==> src/rtl/mem_port_arbiter_pkg.sv <==
// Shared core definitions: return-owner encoding and data-port write-enable encoding.
package mem_port_arbiter_pkg;

    typedef enum logic [1:0] {
        OWN_IDLE = 2'd0,
        OWN_RD_I = 2'd1,
        OWN_RD_D = 2'd2
    } owner_e;

    localparam logic [3:0] WEN_READ = 4'b0000;

    function automatic logic is_write(input logic [3:0] wen);
        return wen != WEN_READ;
    endfunction

endpackage

==> src/rtl/mem_port_arbiter_sat_counter.sv <==
// Saturating up-counter with synchronous clear; tracks consecutive denied fetch cycles.
module sat_counter #(
    parameter int MAX = 3,
    parameter int W   = 2
) (
    input  logic         clk,
    input  logic         reset,
    input  logic         i_inc,
    input  logic         i_clr,
    output logic [W-1:0] o_cnt
);

    logic [W-1:0] r_cnt;

    // NOTE: state is updated with non-blocking assignments so every flop samples pre-edge values.
    always_ff @(posedge clk) begin
        if (reset || i_clr) begin
            r_cnt <= '0;
        end else if (i_inc && (r_cnt != W'(MAX))) begin
            r_cnt <= r_cnt + W'(1);
        end
    end

    assign o_cnt = r_cnt;

endmodule

==> src/rtl/mem_port_arbiter.sv <==
// Arbitrates a fetch port and a data port onto one single-port RAM with 1-cycle read latency.
module mem_port_arbiter
    import mem_port_arbiter_pkg::*;
#(
    parameter int ADDR_W   = 32,
    parameter int MAX_WAIT = 3
) (
    input  logic              clk,
    input  logic              reset,
    input  logic              i_req,
    input  logic [ADDR_W-1:0] i_addr,
    output logic              i_gnt,
    output logic              i_rvalid,
    output logic [31:0]       i_rdata,
    input  logic              d_req,
    input  logic [3:0]        d_wen,
    input  logic [ADDR_W-1:0] d_addr,
    input  logic [31:0]       d_wdata,
    output logic              d_gnt,
    output logic              d_rvalid,
    output logic [31:0]       d_rdata,
    output logic [ADDR_W-1:0] mem_addr,
    output logic [3:0]        mem_wen,
    output logic [31:0]       mem_wdata,
    input  logic [31:0]       mem_rdata,
    output logic              mm_pause
);

    localparam int CNT_W = (MAX_WAIT > 0) ? $clog2(MAX_WAIT + 1) : 1;

    logic [CNT_W-1:0] w_wait_cnt;
    logic             w_starve;
    logic             w_i_gnt;
    logic             w_d_gnt;
    owner_e           r_owner;
    owner_e           w_owner_next;

    sat_counter #(
        .MAX (MAX_WAIT),
        .W   (CNT_W)
    ) u_wait_cnt (
        .clk   (clk),
        .reset (reset),
        .i_inc (i_req & ~w_i_gnt),
        .i_clr (w_i_gnt | ~i_req),
        .o_cnt (w_wait_cnt)
    );

    assign w_starve = (w_wait_cnt == CNT_W'(MAX_WAIT));

    // Data wins conflicts unless fetch has been denied MAX_WAIT cycles in a row.
    always_comb begin
        // NOTE: every output of a combinational block gets a default first, so no latch is inferred.
        w_i_gnt = 1'b0;
        w_d_gnt = 1'b0;
        if (!reset) begin
            if (i_req && (!d_req || w_starve)) begin
                w_i_gnt = 1'b1;
            end else if (d_req) begin
                w_d_gnt = 1'b1;
            end
        end
    end

    always_comb begin
        mem_addr  = '0;
        mem_wen   = WEN_READ;
        mem_wdata = '0;
        if (w_i_gnt) begin
            mem_addr = i_addr;
        end else if (w_d_gnt) begin
            mem_addr  = d_addr;
            mem_wen   = d_wen;
            mem_wdata = d_wdata;
        end
    end

    always_comb begin
        w_owner_next = OWN_IDLE;
        if (w_i_gnt) begin
            w_owner_next = OWN_RD_I;
        end else if (w_d_gnt && !is_write(d_wen)) begin
            w_owner_next = OWN_RD_D;
        end
    end

    always_ff @(posedge clk) begin
        if (reset) begin
            r_owner <= OWN_IDLE;
        end else begin
            r_owner <= w_owner_next;
        end
    end

    // A read in flight when reset arrives is dropped rather than returned.
    assign i_rvalid = ~reset & (r_owner == OWN_RD_I);
    assign d_rvalid = ~reset & (r_owner == OWN_RD_D);
    assign i_rdata  = i_rvalid ? mem_rdata : '0;
    assign d_rdata  = d_rvalid ? mem_rdata : '0;

    assign i_gnt    = w_i_gnt;
    assign d_gnt    = w_d_gnt;
    assign mm_pause = ~reset & ((d_req & ~w_d_gnt) | (i_req & ~w_i_gnt));

endmodule

==> config.mk <==
export PLATFORM = sky130hd
export DESIGN_NAME = mem_port_arbiter
export DESIGN_NICKNAME = d
export VERILOG_FILES = /design/src/rtl/mem_port_arbiter_pkg.sv /design/src/rtl/mem_port_arbiter_sat_counter.sv /design/src/rtl/mem_port_arbiter.sv
export SDC_FILE = /design/constraint.sdc
export NUM_CORES = 1
export LEC_CHECK = 0
export ABC_AREA = 1
export CELL_PAD_IN_SITES_DETAIL_PLACEMENT = 0
export CELL_PAD_IN_SITES_GLOBAL_PLACEMENT = 1
export CORE_ASPECT_RATIO = 1.1
export CORE_MARGIN = 2
export CORE_UTILIZATION = 10
export CTS_CLUSTER_SIZE = 8
export DETAILED_ROUTE_END_ITERATION = 12
export GPL_TIMING_DRIVEN = 0
export HOLD_SLACK_MARGIN = 0.03
export PLACE_DENSITY = 0.92
export SYNTH_ARGS = -nofsm -noshare
export SYNTH_HDL_FRONTEND = slang
export SYNTH_SLANG_ARGS = --single-unit
==> constraint.sdc <==
create_clock -name clk -period 1.34 [get_ports clk]
set_input_delay 0.201 -clock clk [delete_from_list [all_inputs] [get_ports clk]]
set_output_delay 0.201 -clock clk [all_outputs]
set_load 0.02 [all_outputs]
Word level (Yosys, flattened, before mapping):

Cells that the tools add are included.
Widths: inputs -> output; s select.

* input bits: 136
* bits in registers: 4
* word-level logic and storage cells: 43

* reduce and logical (&&, ||, !) cells: 9
* bitwise gates (word level): 11
* muxes and demuxes: 15
* add/sub/neg operators: 1
* equal/unequal tests: 4

Operator list (number)
* $mux 32: 6
* $mux 4: 2
* $mux 1: 6
* $and 1x1->1: 5
* $eq 2x2->1 const B: 2
* $not 1->1: 4
* $reduce_bool 4->1: 1
* $logic_and 1x1->1: 3
* $add 2x1->2 const B: 1
* $eq 2x1->1 const B: 1
* $logic_not 1->1: 2
* $logic_or 1x1->1: 2
* $mux 2: 1
* $ne 2x2->1 const B: 1
* $or 1x1->1: 2
* $reduce_or 2->1: 1

Longest topological paths before layout:

Gate-level depths: netlist of the first run.

* depth in word-level cells: 9
* mapped depth: 8
* gate-level depth less buffers: 6

Hierarchy:

Synthesis of the first run repeated with hierarchy kept, for this count alone.

* cell total of the unflattened synthesis: 330
* area total of the unflattened synthesis: 1539.0 sq um

Modules (own cells, without submodules)
* mem_port_arbiter: sequential area each 40.0 sq um, cells each 314, area an instance 1432.6 sq um, instances 1
* sat_counter: sequential area each 40.0 sq um, cells each 16, area an instance 106.4 sq um, instances 1

Worst setup path after synthesis of the first run:

Ideal clock, no wire load.

* kind: register to output
* start: reg r_owner[1]
* end: out i_rdata[10]
* slack: -0.171 ns
* path buffers: 1
* stages on the path, launching flop included: 5
* arrival: 1.310 ns
* cells stage by stage: dfxtp_1 > nor3_2 > inv_1 > buf_6 > nor2_1

* word-level cells in the longest chain between the ends: 3

Ends and longest elaborated chain
* start: declaration: line mem_port_arbiter.sv:35 `owner_e r_owner;`
* start signal: assignment: line mem_port_arbiter.sv:91 `r_owner <= w_owner_next;`
* $eq 2x1->1: line mem_port_arbiter.sv:96 `assign i_rvalid = ~reset & (r_owner == OWN_RD_I);`
* $and 1x1->1: line mem_port_arbiter.sv:96
* named net i_rvalid: line mem_port_arbiter.sv:13 `output logic i_rvalid,`
* $mux 32: line mem_port_arbiter.sv:98 `assign i_rdata = i_rvalid ? mem_rdata : '0;`
* end: declaration: line mem_port_arbiter.sv:14 `output logic [31:0] i_rdata,`

The timed path passes the listed nets, and every way through them passes these cells.

Final worst setup path of the first run:

* start: reg u_wait_cnt.r_cnt[0], in the netlist u_wait_cnt.o_cnt[0]
* end: out mem_wdata[21]

* word-level cells in the longest chain between the ends: 7
* elaborated cells on any way between the ends: 9
* those cells by class: eq/ne: 1; mux: 6; reduce/logical: 2

Ends and longest elaborated chain
* start: declaration: line mem_port_arbiter_sat_counter.sv:13 `logic [W-1:0] r_cnt;`
* start signal: assignment: line mem_port_arbiter_sat_counter.sv:20 `r_cnt <= r_cnt + W'(1);`
* $eq 2x2->1 (*): line mem_port_arbiter.sv:49 `assign w_starve = (w_wait_cnt == CNT_W'(MAX_WAIT));`
* $logic_or 1x1->1 (*): line mem_port_arbiter.sv:57 `if (i_req && (!d_req || w_starve)) begin`
* $logic_and 1x1->1 (*): line mem_port_arbiter.sv:57
* $mux 1: line mem_port_arbiter.sv:57
* $mux 1: line mem_port_arbiter.sv:56 `if (!reset) begin`
* $mux 32: line mem_port_arbiter.sv:71 `end else if (w_d_gnt) begin`
* $mux 32 (*): line mem_port_arbiter.sv:69 `if (w_i_gnt) begin`
* end: declaration: line mem_port_arbiter.sv:24 `output logic [31:0] mem_wdata,`

Every way passes the cells marked *; elsewhere a longest branch is shown, timed or not.

==> out/qor_table.md, run 1 <==
| Result | Reported |
| --- | --- |
| Average wire per standard cell | 13.6 um |
| Unrepaired setup endpoints after global routing | yes |
| Worst-path clk slew | 0.03 ns |
| Worst IR Drop VDD | 0.476 mV |
| DP HPWL | 7930 um |
| Final critical delay including setup and external delays | 1.69 ns |
| Total nets after synthesis | 456 |
| Antenna violations before repair | 0 |
| Critical Path Slowest Stage Cell | dfxtp_2 |
| Post-synthesis sequential element count | 4 |
| Sum of routed wire length over all layers | 11400 um |
| Hold/Removal Path Class | input pin to flip-flop |
| Number of global-route vias before repair | 3181 |
| Crit-path leading delay family | buffers and inverters |
| Maximum level of the CTS H-tree | 1 |
| Wire length the detailed router placed on met1 | 4110 um |
| Count of yosys warnings during synthesis | 0 |
| Fill cells | 1504 |
| Worst-Margin Slew | 0.445 ns |
| Starting density of the core | 10.2% |
| Area growth from synthesis to final layout | 297% |
| Seq/Total Area, Yosys | 5.22% |
| Gate Count Post-Synth | 319 |
| Total clock buffers created by CTS | 3 |
| Antenna Violating Nets Remaining | 0 |
| Core Rows | 47 |
| Number of detailed-route iterations in the first pass | 3 |
| Clock latency reported for the late side of the worst-skew pair | 0.22 ns |
| Highest routed layer | met4 |
| Cells taking the most area after synthesis | nor2_1 21%, inv_1 19%, nand4_1 14%, nand3_1 10%, nand2_1 8.1% |
| Post-placement cell count | 786 |
| Commonest non-fill, non-tap cells in the layout | 132 x clkdlybuf4s50_1, 117 x buf_6, 72 x inv_1 |
| Dominant cell type by area after synthesis | nor2_1 |
| Accumulated negative setup slack | -34.35 ns |
| Core area | 0.0150 sq mm |
| Maximum number of pins on one net before global-route repair | 11 |
| Critical-path maximum fanout | 6 |
| Final Max Slew Viols | 0 |
| Total of max-cap violations | 0 |
| WP buf/inv | 4 |
| First-pass GRT wire length | 15800 um |
| Peak clock frequency supported by timing | 591 MHz |
| Clock Root Buffer | clkbuf_16 |
| CTS Sinks | 4 |
| Crit start category | flip-flop |
| Cts hold-fix bufs | 0 |
| Met3 wire length | 988 um |
| Data arrival time at the worst-slack endpoint | 1.49 ns |
| Power density over cell area | 336 mW/mm^2 |
| Antenna diode count | 0 |
| Maximum root-to-sink buffer count | 2 |
| Cell area after technology mapping | 0.00153 sq mm |
| Iteration-0 DRC count of the detailed router | 56 |
| Post-route cell area | 0.00609 sq mm |
| Data required time of the critical path | 1.14 ns |
| Violated checks | setup timing |
| Slew margin rel. | 70.3% |
| Vias/cell | 3.83 |
| Final period utilization | 126% |
| TritonCTS clock tree | yes |
| Endpoints failing setup | 135 |
| Outcome | complete, but fails checks |
| Placed cell area | 0.00468 sq mm |
| Total chip power | 2.05 mW |
| Worst stage delay on the critical path | 0.32 ns |
| Final number of hold-violating endpoints | 0 |
| Proportion of netlist area held by the largest area contributor | 20.8% |
| Layout Cells excl Fill | 834 |
| Placer congestion estimate | 0.715 |
| Met2 layer wire length in the routed design | 6150 um |
| X dimension of the die | 122 um |
| Total Routing Usage GR | 12.0% |
| Worst setup slack after layout | -0.351 ns |
| Overflow left after global routing | 0 |
| Setup Slack @ Placement | -1.21 ns |
| Leakage component of the power | 2.85 nW |
| Crit path kind | flip-flop to output port |
| Die area | 0.0163 sq mm |
| Most common cell after layout, fill and taps aside | clkdlybuf4s50_1 |
| DRC violation count after routing | 0 |
| Buffers added on ports | 271 |
| Distinct cell type count of the synthesized netlist | 19 |
| Fraction of final layout cells with drive strength greater than 1 | 54.5% |
| Cell breakdown of the critical path | ha_4 -> inv_2 -> nand2_4 -> nand2_8 -> nand2_8 -> buf_12 -> buf_12 -> nor2_4 -> buf_6 |
| Via total after detailed routing | 3191 |
| Nets@finish | 777 |
| Top Ports | 273 |
| Synthesized area divided by synthesized cell count | 4.80 sq um |
| Max Clock Skew | 0.000592 ns |
| Height of the die | 134 um |
| Element type at the critical path end | output port |
[layer usage]
metal | up-vias | GRT usage, %
met5 | - | 0
met4 | 0 | 2.11
met3 | 11 | 3.44
met2 | 154 | 23.2
met1 | 1413 | 12.9
li1 | 1613 | -
[layout make-up]
cell class / count / area [sq um] / area share, %
Multi-Input combinational cell: 211 / 1730 / 28.4
Tap cell: 196 / 245 / 4.03
Clock buffer: 3 / 75.1 / 1.23
Timing Repair Buffer: 318 / 3360 / 55.2
Buffer: 24 / 290 / 4.77
Sequential cell: 4 / 85.1 / 1.40
Inverter: 78 / 303 / 4.97
[cells in the mapped netlist, drive strengths merged]
library cell / count
nor3: 1
ha: 1
nor2: 105
nand3: 33
and3: 1
nand4: 35
dfxtp: 4
clkbuf: 5
nand2: 35
buf: 21
inv: 78
[cells by family after synthesis]
group	after synthesis	share of synthesized area, %
simple gates	210	64.7
buf+inv	104	29.3
flops	4	5.22
fa+ha+maj	1	0.816
[flip-flops by register name, summed over array words and instances (netlist names)]
name / flops
r_owner: 2
u_wait_cnt.o_cnt: 2
[worst paths after layout]
kind              slack [ns]                        startpoint  depth (start not counted)                                to
hold reg to reg         0.52  u_wait_cnt.o_cnt[0]$_SDFFE_PP0P_                          3  u_wait_cnt.o_cnt[0]$_SDFFE_PP0P_
setup / recovery       -0.35  u_wait_cnt.o_cnt[0]$_SDFFE_PP0P_                          9                     mem_wdata[21]
setup reg to reg        0.23  u_wait_cnt.o_cnt[0]$_SDFFE_PP0P_                          7             r_owner[1]$_SDFF_PP0_
hold / removal          0.31                             reset                          2             r_owner[0]$_SDFF_PP0_
[repair_timing]
item,in CTS,in global routing
resized for setup,892,112
cloned,11,2
setup endpoints to repair,138,134
pin swaps,22,15
buffers inserted,26,11
[through the flow]
step / hold WS [ns] / util, %
floorplan: 0.273 / -
global placement: 0.510 / 31.2
detailed placement: 0.518 / 31.2
CTS: 0.304 / 37.1
global route: 0.326 / 40.6
finish: 0.306 / 40.6
[report_power, final]
group / internal, mW / switching (mW)
registers: 0.124 / 0.00267
logic: 0.809 / 0.661
clock network: 0.380 / 0.0729
(Power assumes the default switching activity.)
==> inputs of run 2 (changes only) <==
ABC_AREA = default   (was 1)
CELL_PAD_IN_SITES_DETAIL_PLACEMENT = default   (was 0)
CELL_PAD_IN_SITES_GLOBAL_PLACEMENT = default   (was 1)
CORE_AREA = 2 2 105 107   (was default)
CORE_ASPECT_RATIO = default   (was 1.1)
CORE_MARGIN = default   (was 2)
CORE_UTILIZATION = default   (was 10)
DIE_AREA = 0 0 107 109   (was default)
MAX_ROUTING_LAYER = met4   (was default)
PLACE_DENSITY = 0.7   (was 0.92)
==> run 2 against run 1 <==
Compared with the run above: the flow still finishes with violations (setup timing); combinational power decreased by 10%; sequential cell count unchanged; via count decreased by 21%; final cell count decreased by 26%; critical path type unchanged.
==> out/qor_table.md, run 2 <==
| Result | Reported | Delta |
| --- | --- | --- |
| Overflow left after global routing | 0 | unchanged |
| Core Rows | 38 | -19% |
| Crit start category | flip-flop |  |
| Final Max Slew Viols | 0 | unchanged |
| Most frequently used cell type in the post-synthesis netlist | and2_1 |  |
| Seq/Total Area, Yosys | 6.90% | +1.7 points |
| Cell area after technology mapping | 0.00116 sq mm | -24% |
| Clock Root Buffer | clkbuf_8 |  |
| X dimension of the die | 107 um | -12% |
| CTS Sinks | 4 | unchanged |
| Number of detailed-route iterations in the first pass | 3 | unchanged |
| Number of global-route vias before repair | 2612 | -18% |
| Total chip power | 1.70 mW | -17% |
| Net Sw Frac | 31.4% | -4.5 points |
| Iteration-0 DRC count of the detailed router | 47 | -16% |
| Placer congestion estimate | 0.741 | +3.6% |
| Post-synthesis async set-or-reset flop share | 0% | unchanged |
| Fill cells | 948 | -37% |
| Buffers added on ports | 272 | +0.37% |
| Combinational cell fraction of total power | 77.5% | +5.8 points |
| Clock network fraction of total power | 15.0% | -7.1 points |
| Worst-path clk slew | 0.03 ns | about the same |
| Layout Cells excl Fill | 620 | -26% |
| Worst setup slack after layout | -0.454 ns | -0.103 ns |
| Distinct cell type count of the synthesized netlist | 12 | -7 |
| Most common cell after layout, fill and taps aside | buf_6 |  |
| Antenna Violating Nets Remaining | 0 | unchanged |
| Fraction of power consumed by sequential logic | 7.5% | +1.3 points |
| Die area | 0.0117 sq mm | -29% |
| Hold/Removal Path Class | flip-flop to flip-flop |  |
| Nets@finish | 618 | -20% |
| Unrepaired setup endpoints after global routing | yes |  |
| Crit path kind | flip-flop to output port |  |
| Sum of routed wire length over all layers | 9430 um | -17% |
| Slew margin rel. | 81.2% | +11 points |
| Data required time of the critical path | 1.14 ns | about the same |
| Maximum number of pins on one net before global-route repair | 11 | unchanged |
| Outcome | complete, but fails checks |  |
| Total Routing Usage GR | 14.8% | +2.7 points |
| Vias/cell | 4.06 | +6.1% |
| Core area | 0.0106 sq mm | -29% |
| Total clock buffers created by CTS | 3 | unchanged |
| DRC violation count after routing | 0 | unchanged |
| Accumulated negative setup slack | -42.79 ns | -8.44 ns |
| Synthesized area divided by synthesized cell count | 6.95 sq um | +45% |
| Leakage component of the power | 2.56 nW | -10% |
| Total nets after synthesis | 304 | -33% |
| Final critical delay including setup and external delays | 1.79 ns | +0.103 ns |
| Gate Count Post-Synth | 167 | -48% |
| Violated checks | setup timing |  |
| Total of max-cap violations | 0 | unchanged |
| Seq. cell area | 85.1 sq um | unchanged |
| Dominant cell type by area after synthesis | and2_1 |  |
| Via total after detailed routing | 2517 | -21% |
| Worst IR Drop VDD | 0.179 mV | -62% |
| Final period utilization | 134% | +7.7 points |
| Internal power | 1.16 mW | -11% |
| Post-synthesis sequential element count | 4 | unchanged |
| Count of yosys warnings during synthesis | 0 | unchanged |
| Data arrival time at the worst-slack endpoint | 1.59 ns | +0.10 ns |
| DP HPWL | 6840 um | -14% |
| Average wire per standard cell | 15.2 um | +12% |
| Utilization after layout | 51.8% | +11 points |
| Commonest non-fill, non-tap cells in the layout | 167 x buf_6, 132 x clkdlybuf4s50_1, 80 x and2_4 |  |
| Worst-Margin Slew | 0.280 ns | -0.165 ns |
| Cts hold-fix bufs | 0 | unchanged |
| Post-placement cell count | 579 | -26% |
| Maximum root-to-sink buffer count | 2 | unchanged |
| Maximum level of the CTS H-tree | 1 | unchanged |
| Power density over cell area | 309 mW/mm^2 | -8.0% |
| Max Clock Skew | 0.00149 ns | +0.000900 ns |
| Peak clock frequency supported by timing | 557 MHz | -5.8% |
| Top Ports | 273 | unchanged |
| Critical-path maximum fanout | 10 | +4 |
| Endpoints failing setup | 136 | +0.74% |
| Final number of hold-violating endpoints | 0 | unchanged |
| List of most frequent post-synthesis cells | 102 x and2_1, 32 x a22o_1, 10 x clkbuf_1 |  |
| Net switching power | 0.534 mW | -28% |
| Top flip-flop cell by instance count after synthesis | dfxtp_1 |  |
| Clock latency reported for the late side of the worst-skew pair | 0.22 ns | about the same |
| Area used by multi-input combinational logic | 0.00154 sq mm | -11% |
| Number of enable flip-flop cells after synthesis | 0 | unchanged |
| TritonCTS clock tree | yes |  |
| Element type at the critical path end | output port |  |
| Starting density of the core | 10.9% | +0.72 points |
| Area growth from synthesis to final layout | 373% |  |
| Cells taking the most area after synthesis | and2_1 55%, a22o_1 24%, dfxtp_1 6.9%, clkbuf_1 3.2%, buf_2 3.0% |  |
| Height of the die | 109 um | -19% |
| Fraction of final layout cells with drive strength greater than 1 | 69.7% | +15 points |
| Antenna violations before repair | 1 | +1 |
| First-pass GRT wire length | 13400 um | -15% |
| Proportion of netlist area held by the largest area contributor | 55.0% | +34 points |
run 2: cell count changes in the layout (fill, tap and decap cells not counted), moves of 12 or more:
cell and change:
and2_4 +80, inv_1 -71, nor2_4 -69, buf_6 +50, buf_4 -47, nand4_1 -35, a22o_4 +29, and2_2 +20
nand3_2 -18, nor2_1 -18, nor2_2 -18, nand2_1 -16, nand2_2 -16, nand3_1 -12
run 2: cell families (layout without fill, tap and decap cells):
logic type,Yosys count,in the layout,synth area share (%)
and+or+nand+nor,111,111,60.2
AOI/OAI and AO/OA,33,33,25.2
buffers and inverters,18,330,6.58
DFF,4,4,6.90
adders and majority gates,1,1,1.08
other,0,1,0
run 2: path summary, 6_finish.rpt:
path	startpoint	to	slack (ns)	cells past startpoint
max reg2reg	u_wait_cnt.o_cnt[0]$_SDFFE_PP0P_	r_owner[1]$_SDFF_PP0_	0.07	5
min reg2reg	u_wait_cnt.o_cnt[0]$_SDFFE_PP0P_	u_wait_cnt.o_cnt[0]$_SDFFE_PP0P_	0.45	1
max	u_wait_cnt.o_cnt[0]$_SDFFE_PP0P_	mem_wdata[5]	-0.45	6
min	u_wait_cnt.o_cnt[0]$_SDFFE_PP0P_	u_wait_cnt.o_cnt[0]$_SDFFE_PP0P_	0.45	1
run 2: area by class of cell:
type	instances	share of cell area [%]
Sequential cell	4	1.55
Timing Repair Buffer	314	62.4
Clock buffer	3	0.752
Antenna cell	1	0.0456
Inverter	1	0.0684
Multi-Input combinational cell	145	28.0
Tap cell	140	3.19
Buffer	12	4.01
run 2: worst max-delay path: stages, from the launching register on:
cell and delay (ns):
dfxtp_2 0.32, ha_4 0.18, a211oi_4 0.26, buf_6 0.19, clkbuf_8 0.16, and2_2 0.15, buf_6 0.11
run 2: what timing repair did:
action / 4_1_cts / 5_1_grt
setup endpoints to repair: 138 / 137
cloned: 9 / 5
buffers inserted: 20 / 10
pin swaps: 30 / 21
gates resized for setup: 933 / 46
run 2: metal layers:
metal | wire (um) | up-vias | GRT usage [%]
li1 | - | 1187 | -
met5 | 0 | - | -
met3 | 761 | 10 | 2.57
met2 | 5530 | 156 | 31.1
met1 | 3020 | 1164 | 14.0
met4 | 115 | 0 | 2.32
run 2: power by group through the flow:
stage,sequential [mW],combinational [mW],clock [mW]
after floorplan,0.127,0.417,0
after global placement,0.127,1.10,0
after detailed placement,0.127,1.12,0
after CTS,0.127,1.27,0.264
after global routing,0.127,1.39,0.266
final,0.127,1.32,0.255
run 2: metrics by stage:
step                      hold slack [ns]  worst slack [ns]  cell area, sq um
after detailed placement            0.437             -1.28              4460
after global routing                0.461            -0.497              5490
after CTS                           0.451            -0.433              5250
after floorplan                     0.405            -0.149              1570
final                               0.447            -0.454              5490
after global placement              0.421             -1.28              4460
